$ cat config.mk
export PLATFORM = sky130hd
export DESIGN_NAME = tagram_sweep_ctrl
export DESIGN_NICKNAME = d
export VERILOG_FILES = /design/src/rtl/tagram_pkg.sv /design/src/rtl/tagram_sweep_ctrl.sv
export SDC_FILE = /design/constraint.sdc
export NUM_CORES = 1
export LEC_CHECK = 0
export ABC_AREA = 0
export BUFFER_PORTS_ARGS = -buffer_cell sky130_fd_sc_hd__buf_2
export CORE_MARGIN = 2
export CORE_UTILIZATION = 30
export DETAILED_ROUTE_END_ITERATION = 8
export GPL_ROUTABILITY_DRIVEN = 0
export PLACE_DENSITY_LB_ADDON = 0.05
export SYNTH_ARGS = -nofsm -noshare
export SYNTH_HDL_FRONTEND = slang
export SYNTH_SLANG_ARGS = --single-unit
$ cat constraint.sdc
create_clock -name clk -period 5.2 [get_ports clk]
set_input_delay 0 -clock clk [delete_from_list [all_inputs] [get_ports clk]]
set_output_delay 0 -clock clk [all_outputs]
set_load 0.05 [all_outputs]
$ cat src/rtl/tagram_pkg.sv
// Shared defaults and state type for the tag RAM sweep controller.
package tagram_pkg;

    localparam int TAGRAM_DEPTH = 64;
    localparam int TAGRAM_WIDTH = 22;
    localparam int TAGRAM_AW    = $clog2(TAGRAM_DEPTH);

    typedef enum logic {CLEAR, RUN} tagram_state_t;

endpackage

$ cat src/rtl/tagram_sweep_ctrl.sv
// Request front end for the 64x22 tag SRAM: registered active-low macro pins,
// zeroing sweep after reset, optional flush sweep under TAGRAM_FLUSH_EN.
module tagram_sweep_ctrl
    import tagram_pkg::*;
#(
    parameter int DEPTH = TAGRAM_DEPTH,
    parameter int WIDTH = TAGRAM_WIDTH,
    localparam int AW   = $clog2(DEPTH)
) (
    input  logic             clk,
    input  logic             reset,
    input  logic             ReqValid,
    output logic             ReqReady,
    input  logic             ReqWrite,
    input  logic [AW-1:0]    ReqAdr,
    input  logic [WIDTH-1:0] ReqData,
    input  logic [WIDTH-1:0] ReqBitMask,
    output logic             RspValid,
    output logic [WIDTH-1:0] RspData,
    output logic             SweepBusy,
`ifdef TAGRAM_FLUSH_EN
    input  logic             FlushReq,
`endif
    output logic             CEB,
    output logic             WEB,
    output logic [AW-1:0]    A,
    output logic [WIDTH-1:0] D,
    output logic [WIDTH-1:0] BWEB,
    input  logic [WIDTH-1:0] Q
);

    tagram_state_t    state, state_nxt;
    logic [AW-1:0]    sweep_cnt, sweep_cnt_nxt;
    logic             ceb_nxt, web_nxt;
    logic [AW-1:0]    a_nxt;
    logic [WIDTH-1:0] d_nxt, bweb_nxt;
    logic             flush;
    logic             rd_issue;
    logic [2:1]       vld_pipe;
    logic [WIDTH-1:0] rsp_hold;

`ifdef TAGRAM_FLUSH_EN
    assign flush = FlushReq;
`else
    assign flush = 1'b0;
`endif

    always_comb begin
        state_nxt     = state;
        sweep_cnt_nxt = sweep_cnt;
        ReqReady      = 1'b0;
        SweepBusy     = 1'b0;
        ceb_nxt       = 1'b1;
        web_nxt       = 1'b1;
        a_nxt         = A;
        d_nxt         = D;
        bweb_nxt      = '1;
        case (state)
            CLEAR: begin
                SweepBusy = 1'b1;
                ceb_nxt   = 1'b0;
                web_nxt   = 1'b0;
                a_nxt     = sweep_cnt;
                d_nxt     = '0;
                bweb_nxt  = '0;
                if (sweep_cnt == AW'(DEPTH - 1)) begin
                    state_nxt     = RUN;
                    sweep_cnt_nxt = '0;
                end else begin
                    sweep_cnt_nxt = sweep_cnt + 1'b1;
                end
            end
            RUN: begin
                ReqReady = ~flush;
                if (flush) begin
                    state_nxt = CLEAR;
                end else if (ReqValid) begin
                    ceb_nxt = 1'b0;
                    a_nxt   = ReqAdr;
                    if (ReqWrite) begin
                        web_nxt  = 1'b0;
                        d_nxt    = ReqData;
                        bweb_nxt = ~ReqBitMask;
                    end
                end
            end
            default: state_nxt = CLEAR;
        endcase
    end

    assign rd_issue = ReqReady & ReqValid & ~ReqWrite;

    always_ff @(posedge clk or posedge reset) begin
        if (reset) begin
            state     <= CLEAR;
            sweep_cnt <= '0;
            CEB       <= 1'b1;
            WEB       <= 1'b1;
            A         <= '0;
            D         <= '0;
            BWEB      <= '1;
            vld_pipe  <= '0;
            rsp_hold  <= '0;
        end else begin
            state     <= state_nxt;
            sweep_cnt <= sweep_cnt_nxt;
            CEB       <= ceb_nxt;
            WEB       <= web_nxt;
            A         <= a_nxt;
            D         <= d_nxt;
            BWEB      <= bweb_nxt;
            vld_pipe  <= {vld_pipe[1], rd_issue};
            if (vld_pipe[2])
                rsp_hold <= Q;
        end
    end

    // Q is live only in the strobe cycle; the hold register covers all others.
    assign RspValid = vld_pipe[2];
    assign RspData  = vld_pipe[2] ? Q : rsp_hold;

endmodule
==> results.md <==
- Run status: finished with violations
- Failing checks: hold timing
- Setup tns final: 0 ns
- 1st-iter DRT viols: 38
- Via count: 2557
- Synth Area in XOR/XNOR: 0.563%
- Simple-gate share of the synthesized area: 5.67%
- Inserted Diodes: 0
- Initial antenna violation count: 0
- Post-Syn Nets: 301
- Core outline area: 10200 um2
- Clock sink count: 83
- Die Area: 11200 um2
- Max-slew headroom: 30.6%
- Worst slack, placed: 3.45 ns
- # H-tree levels: 3
- Initial core utilization: 30.5%
- Synth warnings: 0
- Fin nets: 526
- Clk slew on worst S/H paths: 0.08 ns
- Setup crit end kind: output pin
- WL/cell: 13.6 um
- CTS tree: built
- Hold Worst Slack: -0.0343 ns
- Leak pwr: 0.00257 uW
- Chip height: 106 um
- Netlist cell types: 27
- Clock root buffer master: clkbuf_8
- Skew-Pair Late Insertion Delay: 0.34 ns
- Compound-Gate Fraction of Synth Area: 11.8%
- Final clock skew: 0.00921 ns
- Tmin final: 1.93 ns
- Port Buffer Count: 152
- Syn avg cell area: 13.9 um2
- Fraction of layout cells with a size suffix above 1: 49.6%
- Tightest Pin Transition: 1.04 ns
- Finish-stage setup viols: 0
- RSZ-0062 raised after global routing: false
- First-pass GRT wire length: 12800 um
- GRT Overall Usage: 14.5%
- Clk buf depth: 2
- Vias in the first global route: 2635
- Vias/cell: 4.33
- Most frequent cells in the layout: 152 x buf_2, 75 x dlygate4sd3_1, 59 x dfrtp_1
- Final wirelength: 8040 um
- Worst Path Required: 5.20 ns
- Final hold violations: 25
- Setup CP Type: reg2out
- Post-Syn Instances: 224
- Synth Register Bits: 83
- PD cells: 264 nW/um2
- Ports: 153
- Fmax: 519 MHz
- Overflow after GRT: 0
- Final Max Tran Viols: 0
- FILL cells: 950
- Sequential-to-total area share from yosys stat: 67.8%
- Final worst slack: 3.27 ns
- DRC violations left: 0
- Final Cycle Share: 37.1%
- CP max FO: 23
- Crit path DAT: 1.93 ns
- Hold Path Class: in2async
- Most common cell after layout, fill and taps aside: buf_2
- Max_cap viols: 0
- Rows: 37
- Die width: 106 um
- # Post-CTS Setup Buffers: 0
- Mux share of post-synthesis cell area: 10.3%
- Maximum vdd ir drop: 0.123 mV
- Hpwl dp: 5020 um
- Post-Synth Adder-Cell Area: 0.402%
- Mapped Area: 3110 um2
- Routed Antenna Nets: 0
- Area Growth Syn to Fin: 59.0%
- CTS buffer count: 9
- Largest net degree at the start of global routing: 84
- Main combinational cell family by area after synthesis: compound AO/OA/AOI/OAI gates
- Drt pass-1 iters: 4
- Startpoint types: register
critical path: stages (launching register included):
cell     delay [ns]
dfrtp_1        0.93
mux2_2         0.43
buf_2          0.22
power by group:
group          leakage (uW)  switching (uW)  internal, uW
sequential          0.00105               0           646
combinational       0.00140            36.0          59.3
clock              0.000123             230           331
stage by stage:
stage / hold WS (ns) / instance area [um2] / cells / total power, uW / util (%)
after floorplan: 0.0384 / 3110 / 224 / 679 / -
after global placement: 0.134 / 3950 / 499 / 711 / 38.8
after detailed placement: 0.136 / 3950 / 499 / 711 / 38.8
after CTS: 0.0203 / 4940 / 590 / 1320 / 48.5
after global routing: 0.0759 / 4940 / 590 / 1360 / 48.5
final: -0.0343 / 4940 / 590 / 1300 / 48.5
registers in the layout (all words and copies together), names as in the netlist:
| name | cells |
|---|---|
| BWEB | 22 |
| D | 22 |
| rsp_hold | 22 |
| A | 6 |
| sweep_cnt | 6 |
| vld_pipe | 2 |
| CEB | 1 |
| WEB | 1 |
| state | 1 |
cell type report:
| cell class | instances | area (um2) | share of cell area (%) |
|---|---|---|---|
| Sequential cell | 83 | 2110 | 42.6 |
| Inverter | 2 | 11.3 | 0.228 |
| Multi-Input combinational cell | 125 | 893 | 18.1 |
| Timing Repair Buffer | 228 | 1520 | 30.7 |
| Clock inverter | 5 | 100 | 2.03 |
| Tap cell | 136 | 170 | 3.44 |
| Clock buffer | 11 | 141 | 2.86 |
Yosys cell counts:
| library cell | instances | share of area, % |
|---|---|---|
| dfrtp_1 | 59 | 47 |
| a21oi_1 | 29 | 4.7 |
| dfstp_2 | 24 | 20 |
| mux2_2 | 23 | 8.3 |
| nand2_1 | 20 | 2.4 |
| a22o_1 | 16 | 4.5 |
| nor2_1 | 8 | 0.97 |
| a21oi_2 | 6 | 1.7 |
| buf_2 | 6 | 0.97 |
| mux2i_1 | 6 | 1.9 |
| buf_6 | 5 | 1.8 |
| nand3_1 | 3 | 0.48 |
| o21ai_0 | 3 | 0.48 |
| clkbuf_1 | 2 | 0.24 |
| xnor2_1 | 2 | 0.56 |
| and2_4 | 1 | 0.28 |
| and3_1 | 1 | 0.20 |
| clkbuf_2 | 1 | 0.16 |
| ha_1 | 1 | 0.40 |
| inv_1 | 1 | 0.12 |
| inv_4 | 1 | 0.20 |
| nand4_1 | 1 | 0.20 |
| nand4b_1 | 1 | 0.28 |
| nor2_8 | 1 | 0.64 |
| o211ai_1 | 1 | 0.24 |
| o31ai_1 | 1 | 0.24 |
| or3_1 | 1 | 0.20 |
logic make-up (layout without fill, tap and decap cells):
kind of cell | Yosys count | count (layout)
compound gates | 56 | 56
xor+xnor | 2 | 2
fa+ha+maj | 1 | 1
buf+inv | 16 | 246
flops | 83 | 83
mux | 29 | 29
simple gates | 37 | 37
repair_timing:
item	4_1_cts	5_1_grt
gates resized for setup	0	0
hold buffers	75	0
hold endpoints to repair	74	0
final timing paths:
path                          startpoint            to  slack (ns)  cells past startpoint
hold reg to reg              vld_pipe[1]   vld_pipe[2]        0.34                      0
setup reg to reg                   state         D[13]        3.47                      2
max in group asynchronous          reset         D[20]        4.55                      3
setup / recovery             vld_pipe[2]    RspData[4]        3.27                      2
hold / removal                     reset  rsp_hold[17]       -0.03                      3
min in group clk           ReqBitMask[4]       BWEB[4]        0.31                      3
metal layers:
layer  track usage, %  vias up  share of wire, %
met3             3.22       13               6.1
met2             24.8       86                49
li1                 -     1234                 -
met4             5.92        0               1.4
met5                0        -                 0
met1             17.6     1224                43
Power figures use the tool's default switching activity.
